### config.mk
export PLATFORM = sky130hd
export DESIGN_NAME = mode_scheduler
export DESIGN_NICKNAME = d
export VERILOG_FILES = /design/src/rtl/mode_scheduler_pkg.sv /design/src/rtl/mode_scheduler_tick.sv /design/src/rtl/mode_scheduler.sv
export SDC_FILE = /design/constraint.sdc
export NUM_CORES = 1
export LEC_CHECK = 0
export ABC_CLOCK_PERIOD_IN_PS = 2300
export BUFFER_PORTS_ARGS = -buffer_cell sky130_fd_sc_hd__buf_2
export CORE_AREA = 2 2 61 86
export CTS_CLUSTER_SIZE = 30
export DETAILED_ROUTE_END_ITERATION = 10
export DIE_AREA = 0 0 63 88
export PLACE_DENSITY_LB_ADDON = 0.25
export SLEW_MARGIN = 20
export SYNTH_ARGS = -nofsm -noshare
export SYNTH_HDL_FRONTEND = slang
export SYNTH_HIERARCHICAL = 1
export SYNTH_SLANG_ARGS = --single-unit
### constraint.sdc
create_clock -name clk -period 2.3 [get_ports clk]
set_input_delay 0 -clock clk [delete_from_list [all_inputs] [get_ports clk]]
set_output_delay 0 -clock clk [all_outputs]
set_load 0.02 [all_outputs]
### src/rtl/mode_scheduler_pkg.sv
// Shared types and constants for the mode scheduler: FSM state encoding,
// one-hot mode codes, the per-mode period table and the default tick divider.
package mode_scheduler_pkg;

    typedef enum logic [1:0] {
        ST_MANUAL = 2'd0,
        ST_AUTO   = 2'd1,
        ST_GAP    = 2'd2
    } state_e;

    localparam logic [3:0] MODE0_OH = 4'b0001;
    localparam logic [3:0] MODE1_OH = 4'b0010;
    localparam logic [3:0] MODE2_OH = 4'b0100;
    localparam logic [3:0] MODE3_OH = 4'b1000;

    localparam logic [3:0] MODE_OH [4] = '{MODE0_OH, MODE1_OH, MODE2_OH, MODE3_OH};

    // Period code applied in AUTO when the table build option is enabled
    localparam logic [3:0] PERIOD_TABLE [4] = '{4'd2, 4'd4, 4'd8, 4'd12};

    // 1 s dwell tick at a 12 MHz system clock
    localparam int unsigned TICK_DIV_DEFAULT = 12000000;

    // Lowest set request bit wins; caller qualifies with |req
    function automatic logic [1:0] first_req(input logic [3:0] req);
        logic [1:0] idx;
        casez (req)
            4'b???1: idx = 2'd0;
            4'b??10: idx = 2'd1;
            4'b?100: idx = 2'd2;
            default: idx = 2'd3;
        endcase
        return idx;
    endfunction

endpackage

### src/rtl/mode_scheduler_tick.sv
// tick_gen: free-running prescaler counting 0..TICK_DIV-1, one-cycle tick at wrap.
module tick_gen
    import mode_scheduler_pkg::*;
#(
    parameter int unsigned TICK_DIV = TICK_DIV_DEFAULT
) (
    input  logic clk,
    input  logic rst,
    output logic tick
);

    localparam int unsigned CW = (TICK_DIV > 1) ? $clog2(TICK_DIV) : 1;
    localparam logic [CW-1:0] LAST = CW'(TICK_DIV - 1);

    logic [CW-1:0] cnt_q;
    logic [CW-1:0] cnt_d;

    // Next count: wrap to zero after the last value
    always_comb begin
        cnt_d = cnt_q + CW'(1);
        if (cnt_q == LAST) begin
            cnt_d = '0;
        end
    end

    // Counter register
    always_ff @(posedge clk) begin
        if (rst) begin
            cnt_q <= '0;
        end else begin
            cnt_q <= cnt_d;
        end
    end

    assign tick = (cnt_q == LAST);

endmodule

### src/rtl/mode_scheduler.sv
// mode_scheduler: selects one of four LED modes by key request or auto-cycling,
// blanking mode_select for GAP_CYC cycles at every mode change.
// Build option: define MODE_SCHED_PERIOD_TABLE_EN to take the period code from
// PERIOD_TABLE while in AUTO; otherwise period always follows sw_period.
module mode_scheduler
    import mode_scheduler_pkg::*;
#(
    parameter int unsigned TICK_DIV    = TICK_DIV_DEFAULT,
    parameter int unsigned DWELL_TICKS = 4,
    parameter int unsigned GAP_CYC     = 1200
) (
    input  logic       clk,
    input  logic       rst,
    input  logic [3:0] key_req,
    input  logic       auto_en,
    input  logic [3:0] sw_period,
    output logic [3:0] mode_select,
    output logic [3:0] period,
    output logic       mode_chg,
    output logic [1:0] state
);

    localparam int unsigned GW = (GAP_CYC > 1) ? $clog2(GAP_CYC + 1) : 1;
    localparam int unsigned DW = (DWELL_TICKS > 1) ? $clog2(DWELL_TICKS + 1) : 1;
    localparam logic [GW-1:0] GAP_LAST   = GW'(GAP_CYC - 1);
    localparam logic [DW-1:0] DWELL_LAST = DW'(DWELL_TICKS - 1);

    state_e        state_q, state_d;
    logic [1:0]    cur_mode_q, cur_mode_d;
    logic [1:0]    target_q, target_d;
    logic [3:0]    mode_sel_q, mode_sel_d;
    logic          mode_chg_q, mode_chg_d;
    logic [3:0]    period_q, period_d;
    logic [GW-1:0] gap_cnt_q, gap_cnt_d;
    logic [DW-1:0] dwell_q, dwell_d;

    logic          tick;
    logic          key_hit;
    logic [1:0]    key_idx;

    tick_gen #(
        .TICK_DIV (TICK_DIV)
    ) u_tick_gen (
        .clk  (clk),
        .rst  (rst),
        .tick (tick)
    );

    assign key_hit = |key_req;
    assign key_idx = first_req(key_req);

    // Next-state, target/mode selection and counters
    always_comb begin
        state_d    = state_q;
        cur_mode_d = cur_mode_q;
        target_d   = target_q;
        mode_sel_d = mode_sel_q;
        mode_chg_d = 1'b0;
        gap_cnt_d  = '0;
        dwell_d    = '0;

        case (state_q)
            ST_MANUAL: begin
                if (key_hit) begin
                    target_d   = key_idx;
                    mode_sel_d = '0;
                    state_d    = ST_GAP;
                end else if (auto_en) begin
                    state_d = ST_AUTO;
                end
            end
            ST_AUTO: begin
                dwell_d = dwell_q;
                if (key_hit) begin
                    target_d   = key_idx;
                    mode_sel_d = '0;
                    state_d    = ST_GAP;
                    dwell_d    = '0;
                end else if (!auto_en) begin
                    state_d = ST_MANUAL;
                    dwell_d = '0;
                end else if (tick) begin
                    if (dwell_q == DWELL_LAST) begin
                        target_d   = cur_mode_q + 2'd1;
                        mode_sel_d = '0;
                        state_d    = ST_GAP;
                        dwell_d    = '0;
                    end else begin
                        dwell_d = dwell_q + DW'(1);
                    end
                end
            end
            ST_GAP: begin
                if (key_hit) begin
                    // The retarget cycle is itself gap cycle 0 of the new count
                    target_d  = key_idx;
                    gap_cnt_d = GW'(1);
                end else if (gap_cnt_q >= GAP_LAST) begin
                    cur_mode_d = target_q;
                    mode_sel_d = MODE_OH[target_q];
                    mode_chg_d = 1'b1;
                    state_d    = auto_en ? ST_AUTO : ST_MANUAL;
                end else begin
                    gap_cnt_d = gap_cnt_q + GW'(1);
                end
            end
            default: begin
                state_d = ST_MANUAL;
            end
        endcase

`ifdef MODE_SCHED_PERIOD_TABLE_EN
        if (state_d == ST_AUTO) begin
            period_d = PERIOD_TABLE[cur_mode_d];
        end else begin
            period_d = sw_period;
        end
`else
        period_d = sw_period;
`endif
    end

    // State and datapath registers
    always_ff @(posedge clk) begin
        if (rst) begin
            state_q    <= ST_MANUAL;
            cur_mode_q <= 2'd0;
            target_q   <= 2'd0;
            mode_sel_q <= MODE0_OH;
            mode_chg_q <= 1'b0;
            period_q   <= '0;
            gap_cnt_q  <= '0;
            dwell_q    <= '0;
        end else begin
            state_q    <= state_d;
            cur_mode_q <= cur_mode_d;
            target_q   <= target_d;
            mode_sel_q <= mode_sel_d;
            mode_chg_q <= mode_chg_d;
            period_q   <= period_d;
            gap_cnt_q  <= gap_cnt_d;
            dwell_q    <= dwell_d;
        end
    end

    assign mode_select = mode_sel_q;
    assign mode_chg    = mode_chg_q;
    assign period      = period_q;
    assign state       = state_q;

endmodule

==> impl_metrics.csv, run 1 <==
group,metric,value,unit
pwr,seq_power_share,53.3,%
clocking,cts-buffers-inserted,5,
pwr,switching_power,0.000373,W
routing,ant_nets,0,
global_routing,overflow,0,
layout,design_area,2840,um2
pwr,leakagePower,1.03,nW
timing,max_freq,447,MHz
place,dpl_cell_area,2650,um2
pwr,power_frac_clock,42.0,%
timing,period_needed,2.24,ns
clocking,cts.sinks,53,
critical_path,cp.arrival,2.49,ns
critical_path,startpoint_type,"flip-flop",
critical_path,critical_path.endpoint_type,"flip-flop",
logic_synthesis,synthCells,273,
critical_path,slowest_delay,0.55,ns
clocking,cts-root-buf,"clkbuf_8",
clocking,path_clk_slew,0.09,ns
layout,n_antenna_cell,0,
timing,finalHoldViolations,0,
critical_path,critical_path.top_delay_family,"simple AND/OR/NAND/NOR gates",
layout,n_fill_cell,458,
routing,via_count,2051,
routing,drt_iter0_drc,34,
pwr,ir_drop,0.408,mV
logic_synthesis,yosysTopAreaCell,"dfxtp_1",
clocking,cts_setup_buffers,0,
place,place.gp.congestion,0.867,
pwr,powerDensity,624,nW/um2
layout,final_nets,318,
logic_synthesis,synth_edf_count,0,
critical_path,crit_chain,"nor4b_2 > nand4_1 > nor2_2 > and3b_2 > a31oi_1 > or4_1 > a21oi_1",
timing,fin_crit_sh,97.3,%
floorplan,die_area,5540,um2
timing,setup_violations,0,
global_routing,grt_use_total,18.6,%
clocking,clock_latency,0.32,ns
place,numPortBuffers,21,
logic_synthesis,avgSynthCellArea,9.02,um2
pwr,p_int,0.00140,W
floorplan,core.rowCount,30,
timing,relSlewSlack,57.5,%
logic_synthesis,synth_flop_cell,"dfxtp_1",
pwr,switching_share,21.0,%
layout,areaGrowthSynthToFinish,15.5,%
timing,slew_viol_final,0,
logic_synthesis,syn_area,2460,um2
global_routing,antenna_found_initial,0,
clocking,htree_levels,2,
routing,via_per_inst,5.56,
floorplan,core-area,4770,um2
logic_synthesis,synth_top_area_share,43.1,%
routing,drc,0,
layout,final_core_util,59.6,%
critical_path,slowest_stage,"or4_1",
global_routing,grt_max_degree,19,
layout,layout_commonest_cell,"dfxtp_1",
critical_path,cp_max_fo,5,
floorplan,num_io_pins,22,
logic_synthesis,synth_nets,287,
timing,clock_skew,0.0114,ns
floorplan,fp.dieW,63,um
critical_path,critPathKind,"reg -> reg",
routing,wl_per_cell,13.5,um
logic_synthesis,synthTopCellsByArea,"dfxtp_1, nor2_1, xor2_1",
critical_path,crit_buf_inv,0,
job,maxCapViolCount,0,
layout,drive_above_1_share,17.4,%
timing,holdWs,0.0116,ns
clocking,cts_tree,"done",
logic_synthesis,synth_seq_cells,53,
logic_synthesis,yosys_warnings,6,
layout,layoutNonFillerInstCount,369,
floorplan,start_util,51.6,%
layout,mostFrequentLayoutCells,"dfxtp_1, nor2_1, buf_2",
timing,worst_pin_slew,0.632,ns
global_routing,grt_pass1_wl,8160,um
critical_path,cp.required,2.55,ns
place,place_inst,357,
status,outcome,"completed",
global_routing,grt_pass1_vias,1924,
logic_synthesis,seq_area_frac_synth,43.1,%
place,hpwl,3480,um
place,dp_slack,0.0824,ns
logic_synthesis,async_flop_share,0,%
hold_path,hold_path_class,"in -> reg",
routing,totalWireLength,4960,um
clocking,clk_path_buf_depth,2,
floorplan,die_h,88,um
pwr,p_comb_share,4.6,%
routing,dr.pass1.iters,4,
logic_synthesis,yosysUniqueCellTypes,49,
timing,fin_ws,0.0618,ns
[kinds of logic (layout without fill, tap and decap cells)]
logic type               Yosys count  in the layout  synth area share [%]
AND/OR/NAND/NOR                  120            120                  28.0
flip-flops                        53             53                  43.1
AO/OA/AOI/OAI                     48             48                  13.0
XOR/XNOR                          21             21                  7.47
buffers and inverters             21             53                  4.07
multiplexers                       7              7                  2.85
adder cells (fa/ha/maj)            3              3                  1.53
[per-stage QoR]
| step | TNS (ns) | power [W] |
|---|---|---|
| floorplan | 0 | 0.00101 |
| global placement | 0 | 0.00104 |
| detailed placement | 0 | 0.00104 |
| CTS | 0 | 0.00179 |
| global route | -0.0907 | 0.00184 |
| finish | 0 | 0.00177 |
[power by group through the flow]
stage	Sequential [W]	Combinational [W]	Clock, W
after floorplan	0.000972	0.0000424	0
after global placement	0.000966	0.0000764	0
after detailed placement	0.000966	0.0000771	0
after CTS	0.000945	0.0000833	0.000761
after global routing	0.000948	0.0000923	0.000797
final	0.000945	0.0000824	0.000745
[worst min-delay path, delay by kind of cell]
family,cells,cell delay (ns)
simple gates,1,0.12
compound gates,1,0.05
buf+inv,1,0.11
[area by class of cell]
cell class / instances / area (um2) / area share, %
clock buffer: 5 / 68.8 / 2.42
inverter: 13 / 48.8 / 1.72
sequential: 53 / 1060 / 37.4
timing repair buffer: 32 / 198 / 6.96
tap: 64 / 80.1 / 2.82
clock inverter: 3 / 65.1 / 2.29
multi-input combinational: 199 / 1320 / 46.4
[sequential cells by signal, summed over array words and instances (netlist names)]
signal            cells
period                4
gap_cnt_q            11
dwell_q               3
u_tick_gen/cnt_q     24
cur_mode_q            2
mode_chg              1
state                 2
target_q              2
mode_select           4
[Yosys cell counts (2+ instances only)]
library cell,n
a21oi_1,17
a221oi_1,2
a31oi_1,2
and2_1,3
and3_1,3
and3b_1,2
and4_1,5
buf_2,2
buf_6,2
clkbuf_1,3
dfxtp_1,53
ha_1,3
inv_1,13
mux2i_1,7
nand2_1,18
nand3_1,9
nand3b_1,3
nand4_1,8
nand4_2,2
nor2_1,32
nor2b_1,5
nor3_1,2
nor4_1,4
nor4b_1,2
o21ai_0,12
o31ai_1,3
or3_1,10
or4_1,5
or4_4,2
xnor2_1,10
xor2_1,11
[what timing repair did]
action	4_1_cts	5_1_grt
gates resized for setup	0	6
hold buffers	4	0
endpoints found under the setup margin	0	1
endpoints found under the hold margin	4	0
[per-layer routing]
metal  track usage (%)  part of all wire (%)  wire length [um]
met3              3.60                   2.3               112
met4              10.1                   3.3               166
met5                 0                     0                 0
met1              18.8                    41              2060
met2              35.8                    53              2630
[path summary, 6_finish.rpt]
check,start,to,slack (ns),depth (start not counted)
min reg2reg,u_tick_gen/cnt_q[0],u_tick_gen/cnt_q[0],0.43,1
max reg2reg,u_tick_gen/cnt_q[15],target_q[0],0.06,7
max,u_tick_gen/cnt_q[15],target_q[0],0.06,7
min,key_req[0],target_q[0],0.01,3
No activity file was read; power rests on OpenSTA's default activity.
==> run 2, diff against run 1 <==
CORE_AREA = 2 2 85 63   (was 2 2 61 86)
DIE_AREA = 0 0 87 65   (was 0 0 63 88)
==> run 2 against run 1 <==
  * Sequential share of layout area up 0.63 points
  * Clock power shrank 32%
  * Critical path depth stayed put
  * Power shrank 13%
  * Final cell count is 1.4% lower
  * Setup slack improved by 0.058 ns
  * Register-to-register slack improved by 0.06 ns
  * Non-clock buffer count shrank 1
  * Wire length shrank 5.4%
  * First-iteration DRC count rose to 3.8 times the previous value
  * Worst hold slack better by 0.0098 ns
==> impl_metrics.csv, run 2 (synthesized netlist as in run 1, its figures left out) <==
group,metric,value,unit
job,maxCapViolCount,0,
global_routing,overflow,0,
floorplan,core-area,4930,um2
floorplan,fp.dieW,87,um
timing,period_needed,2.18,ns
clocking,cts-buffers-inserted,5,
critical_path,slowest_stage,"or4_1",
global_routing,antenna_found_initial,0,
clocking,clk_path_buf_depth,2,
timing,relSlewSlack,50.3,%
critical_path,cp_max_fo,5,
clocking,cts.sinks,53,
place,place_inst,351,
global_routing,grt_pass1_wl,7890,um
layout,top_regs,"u_tick_gen/cnt_q: 24 flops, gap_cnt_q: 11 flops",
pwr,leakagePower,1.00,nW
clocking,cts_tree,"done",
timing,finalHoldViolations,0,
critical_path,cp.required,2.53,ns
layout,layoutNonFillerInstCount,364,
pwr,switching_share,23.0,%
layout,areaGrowthSynthToFinish,13.7,%
layout,design_area,2800,um2
floorplan,core.rowCount,22,
status,outcome,"completed",
critical_path,critPathKind,"reg -> reg",
pwr,p_comb_share,5.3,%
pwr,switching_power,0.000353,W
layout,layout_commonest_cell,"dfxtp_1",
routing,drt_iter0_drc,130,
timing,slew_viol_final,0,
floorplan,start_util,49.9,%
timing,clock_skew,0.00836,ns
layout,drive_above_1_share,16.4,%
clocking,path_clk_slew,0.09,ns
critical_path,cp.arrival,2.41,ns
layout,final_nets,317,
timing,setup_violations,0,
pwr,p_int,0.00118,W
timing,fin_crit_sh,94.8,%
routing,wl_per_cell,12.9,um
routing,via_count,1992,
layout,mostFrequentLayoutCells,"dfxtp_1, nor2_1, buf_2",
hold_path,hold_path_class,"in -> reg",
layout,final_core_util,56.8,%
routing,totalWireLength,4700,um
place,numPortBuffers,21,
timing,max_freq,459,MHz
global_routing,grt_pass1_vias,1747,
routing,ant_nets,0,
critical_path,crit_chain,"nor4b_4 > nand4_1 > nor2_2 > and3b_1 > a31oi_1 > or4_1 > a21oi_1",
place,dpl_cell_area,2630,um2
global_routing,grt_use_total,17.4,%
routing,dr.pass1.iters,4,
layout,largest_register_ff_count,24,
pwr,power_frac_clock,33.1,%
floorplan,num_io_pins,22,
pwr,ir_drop,0.421,mV
floorplan,die_h,65,um
layout,regMostFlops,"u_tick_gen/cnt_q",
pwr,seq_power_share,61.6,%
global_routing,grt_max_degree,19,
pwr,powerDensity,549,nW/um2
timing,worst_pin_slew,0.738,ns
clocking,clock_latency,0.30,ns
routing,via_per_inst,5.47,
floorplan,die_area,5660,um2
routing,drc,0,
clocking,cts-root-buf,"clkbuf_8",
place,place.gp.congestion,0.893,
clocking,htree_levels,2,
place,hpwl,3340,um
critical_path,slowest_delay,0.54,ns
critical_path,critical_path.endpoint_type,"flip-flop",
layout,n_antenna_cell,0,
critical_path,startpoint_type,"flip-flop",
==> run 2: changes by cell type in the layout (fill, tap and decap cells not counted) <==
| cell | before | now |
|---|---|---|
| and3b_1 | 1 | 2 |
| and3b_2 | 1 | 0 |
| buf_4 | 7 | 6 |
| bufinv_16 | 2 | 0 |
| clkbuf_1 | 0 | 1 |
| clkinv_2 | 1 | 0 |
| clkinvlp_4 | 0 | 2 |
| dfxtp_1 | 52 | 51 |
| dfxtp_2 | 1 | 2 |
| nand2_1 | 17 | 18 |
| nand2_2 | 2 | 1 |
| nor4b_2 | 2 | 0 |
| nor4b_4 | 0 | 2 |
==> run 2: cell type report <==
class	instances	area, um2
Inverter	13	48.8
Sequential cell	53	1060
Timing Repair Buffer	31	190
Clock inverter	2	15.0
Fill cell	429	2130
Multi-Input combinational cell	199	1330
Tap cell	60	75.1
Clock buffer	6	72.6
==> run 2: worst paths after layout <==
| check | endpoint | slack (ns) | cells past startpoint | startpoint |
|---|---|---|---|---|
| worst max-delay path | target_q[0] | 0.12 | 7 | u_tick_gen/cnt_q[15] |
| worst min-delay path | target_q[0] | 0.02 | 3 | key_req[0] |
| worst max register to register | target_q[0] | 0.12 | 7 | u_tick_gen/cnt_q[15] |
| worst min register to register | mode_select[3] | 0.46 | 2 | mode_select[3] |
==> run 2: per-layer routing <==
metal | vias up | global-route usage [%] | share of wire, %
met5 | - | 0 | 0
met4 | 0 | 3.52 | 0.13
met3 | 2 | 3.82 | 4.5
met2 | 37 | 25.0 | 41
met1 | 918 | 26.5 | 54
li1 | 1035 | - | -
==> run 2: what timing repair did <==
action	in CTS	in global routing
hold endpoints to repair	4	0
hold buffers	4	0
pin swaps	0	3
buffers inserted	0	1
gates resized for setup	1	6
endpoints found under the setup margin	1	2
==> run 2: stage by stage <==
| step | hold slack, ns | total power [W] | TNS [ns] | setup slack (ns) |
|---|---|---|---|---|
| after floorplan | 0.0691 | 0.00101 | 0 | 0.0591 |
| after global placement | 0.215 | 0.00104 | 0 | 0.146 |
| after detailed placement | 0.218 | 0.00104 | 0 | 0.0614 |
| after CTS | 0.00661 | 0.00156 | 0 | 0.00837 |
| after global routing | 0.0222 | 0.00162 | -0.0226 | -0.0226 |
| final | 0.0214 | 0.00153 | 0 | 0.119 |
==> run 2: worst max-delay path: cells and delay by family (launching register included) <==
| family | cells | cell delay, ns |
|---|---|---|
| AND/OR/NAND/NOR | 5 | 1.47 |
| flip-flops | 1 | 0.37 |
| AO/OA/AOI/OAI | 2 | 0.28 |
==> run 2: power by group through the flow <==
stage | Combinational [W] | Sequential [W] | Clock, W
3_3_place_gp | 0.0000766 | 0.000966 | 0
4_1_cts | 0.0000822 | 0.000945 | 0.000535
2_1_floorplan | 0.0000424 | 0.000972 | 0
5_1_grt | 0.0000911 | 0.000948 | 0.000580
3_5_place_dp | 0.0000764 | 0.000966 | 0
6_report | 0.0000814 | 0.000945 | 0.000508
==> run 3, diff against run 2 <==
PLACE_DENSITY = 0.83   (was unset)
PLACE_DENSITY_LB_ADDON = unset   (was 0.25)
==> run 3 against run 2 <==
  * Combinational power grew 3.6%
  * Die area is the same
  * Wire length grew 6.2%
  * Worst hold slack gained 0.025 ns
  * Setup slack gained 0.021 ns
  * First-iteration DRC count shrank 25%
  * Maximum frequency grew 0.98%
  * Global-route usage grew 1.5 points
  * Sequential power is essentially flat
  * Sequential share of layout area shrank 0.36 points
  * Final cell count grew 0.27%
  * Clock skew grew 0.0029 ns
  * Critical path type unchanged
  * Critical endpoint unchanged
  * Largest power group unchanged
  * Highest routed layer unchanged
==> impl_metrics.csv, run 3 (synthesized netlist as in run 1, its figures left out) <==
group,metric,value,unit
layout,n_antenna_cell,0,
status,outcome,"completed",
global_routing,grt_pass1_wl,8460,um
routing,dr.pass1.iters,4,
routing,via_count,2073,
timing,finalHoldViolations,0,
place,place_inst,351,
critical_path,startpoint_type,"flip-flop",
clocking,clk_path_buf_depth,2,
timing,period_needed,2.16,ns
layout,mostFrequentLayoutCells,"dfxtp_1, nor2_1, buf_2",
clocking,cts-buffers-inserted,5,
layout,n_fill_cell,423,
layout,final_nets,318,
floorplan,core-area,4930,um2
clocking,path_clk_slew,0.10,ns
timing,worst_pin_slew,0.648,ns
routing,drt_iter0_drc,97,
global_routing,antenna_found_initial,0,
floorplan,die_h,65,um
clocking,cts_tree,"done",
clocking,cts-root-buf,"clkbuf_8",
layout,top_regs,"u_tick_gen/cnt_q: 24 flops, gap_cnt_q: 11 flops",
timing,relSlewSlack,56.4,%
place,dp_slack,0.0522,ns
routing,wl_per_cell,13.7,um
timing,max_freq,463,MHz
clocking,clock_latency,0.31,ns
critical_path,cp.required,2.54,ns
critical_path,slowest_stage,"or4_1",
floorplan,core.rowCount,22,
routing,ant_nets,0,
clocking,htree_levels,2,
critical_path,worst-r2r-cell-count,8,
critical_path,cp_max_fo,5,
layout,multiInputGateArea,1310,um2
floorplan,fp.dieW,87,um
layout,drive_above_1_share,15.7,%
global_routing,grt_pass1_vias,1943,
timing,fin_ws,0.141,ns
clocking,cts.sinks,53,
timing,rsz0062_at_grt,"false",
layout,largest_register_ff_count,24,
global_routing,grt_use_total,18.9,%
global_routing,grt_max_degree,19,
layout,seq_area,1060,um2
place,numPortBuffers,21,
critical_path,slowest_delay,0.53,ns
critical_path,crit_chain,"ha_1 > and3_1 > nand2_1 > nor2_1 > and3b_1 > a31oi_1 > or4_1 > a21oi_1",
timing,slew_viol_final,0,
floorplan,die_area,5660,um2
floorplan,start_util,49.9,%
critical_path,critPathKind,"reg -> reg",
timing,setup_violations,0,
place,hpwl,3450,um
hold_path,min_delay_path_depth,3,
routing,drc,0,
layout,layout_commonest_cell,"dfxtp_1",
timing,tns,0,ns
layout,layoutNonFillerInstCount,365,
routing,via_per_inst,5.68,
layout,regMostFlops,"u_tick_gen/cnt_q",
pwr,leakagePower,1.02,nW
timing,fin_crit_sh,93.9,%
critical_path,critical_path.endpoint_type,"flip-flop",
timing,clock_skew,0.0113,ns
global_routing,overflow,0,
place,place.gp.congestion,0.868,
critical_path,cp.arrival,2.40,ns
routing,totalWireLength,4990,um
floorplan,num_io_pins,22,
hold_path,hold_path_class,"in -> reg",
layout,areaGrowthSynthToFinish,14.5,%
pwr,ir_drop,0.238,mV
pwr,powerDensity,599,nW/um2
job,maxCapViolCount,0,
## run 3: cell types whose count changed in the layout (fill, tap and decap cells not counted), sizes merged
cell         previous run  this run
bufinv                  0         1
clkinvlp                2         1
dlygate4sd3             4         5
## run 3: final timing paths
kind,from,endpoint,slack [ns]
setup / recovery,u_tick_gen/cnt_q[0],target_q[0],0.14
hold / removal,key_req[2],state[0],0.05
setup reg to reg,u_tick_gen/cnt_q[0],target_q[0],0.14
hold reg to reg,mode_select[1],mode_select[1],0.47
## run 3: what timing repair did
action,CTS,global route
setup buffers,0,1
hold buffers,5,0
endpoints found under the setup margin,0,2
resized for setup,0,2
hold endpoints to repair,5,0
## run 3: per-layer routing
layer / global-route usage (%) / wire length, um / vias to the layer above
met2: 30.0 / 2230 / 52
met5: 0 / 0 / -
met3: 4.46 / 309 / 4
met1: 25.2 / 2420 / 979
li1: - / - / 1038
met4: 6.05 / 31 / 0
## run 3: cell type report
type / count / share of cell area, %
Multi-Input combinational cell: 199 / 46.6
Sequential cell: 53 / 37.7
Clock buffer: 6 / 2.93
Inverter: 13 / 1.73
Timing Repair Buffer: 32 / 7.10
Tap cell: 60 / 2.66
Clock inverter: 2 / 1.33
## run 3: per-stage QoR
stage	hold slack [ns]	utilization, %	area, um2	power [W]
after floorplan	0.0691	-	2460	0.00101
after global placement	0.215	53.3	2630	0.00104
after detailed placement	0.220	53.3	2630	0.00104
after CTS	0.0417	56.8	2800	0.00170
after global routing	0.0493	57.2	2820	0.00176
final	0.0468	57.2	2820	0.00169
## run 3: critical path: cells and delay by family, from the launching register on
family          cells  cell delay, ns
compound gates      2            0.28
fa+ha+maj           1            0.20
flops               1            0.38
simple gates        5            1.25
## run 3: report_power, final
group / switching [W] / total [W] / internal (W)
clock network: 0.000303 / 0.000657 / 0.000354
registers: 0.0000140 / 0.000945 / 0.000931
logic: 0.0000479 / 0.0000843 / 0.0000364
total: 0.000365 / 0.00169 / 0.00132
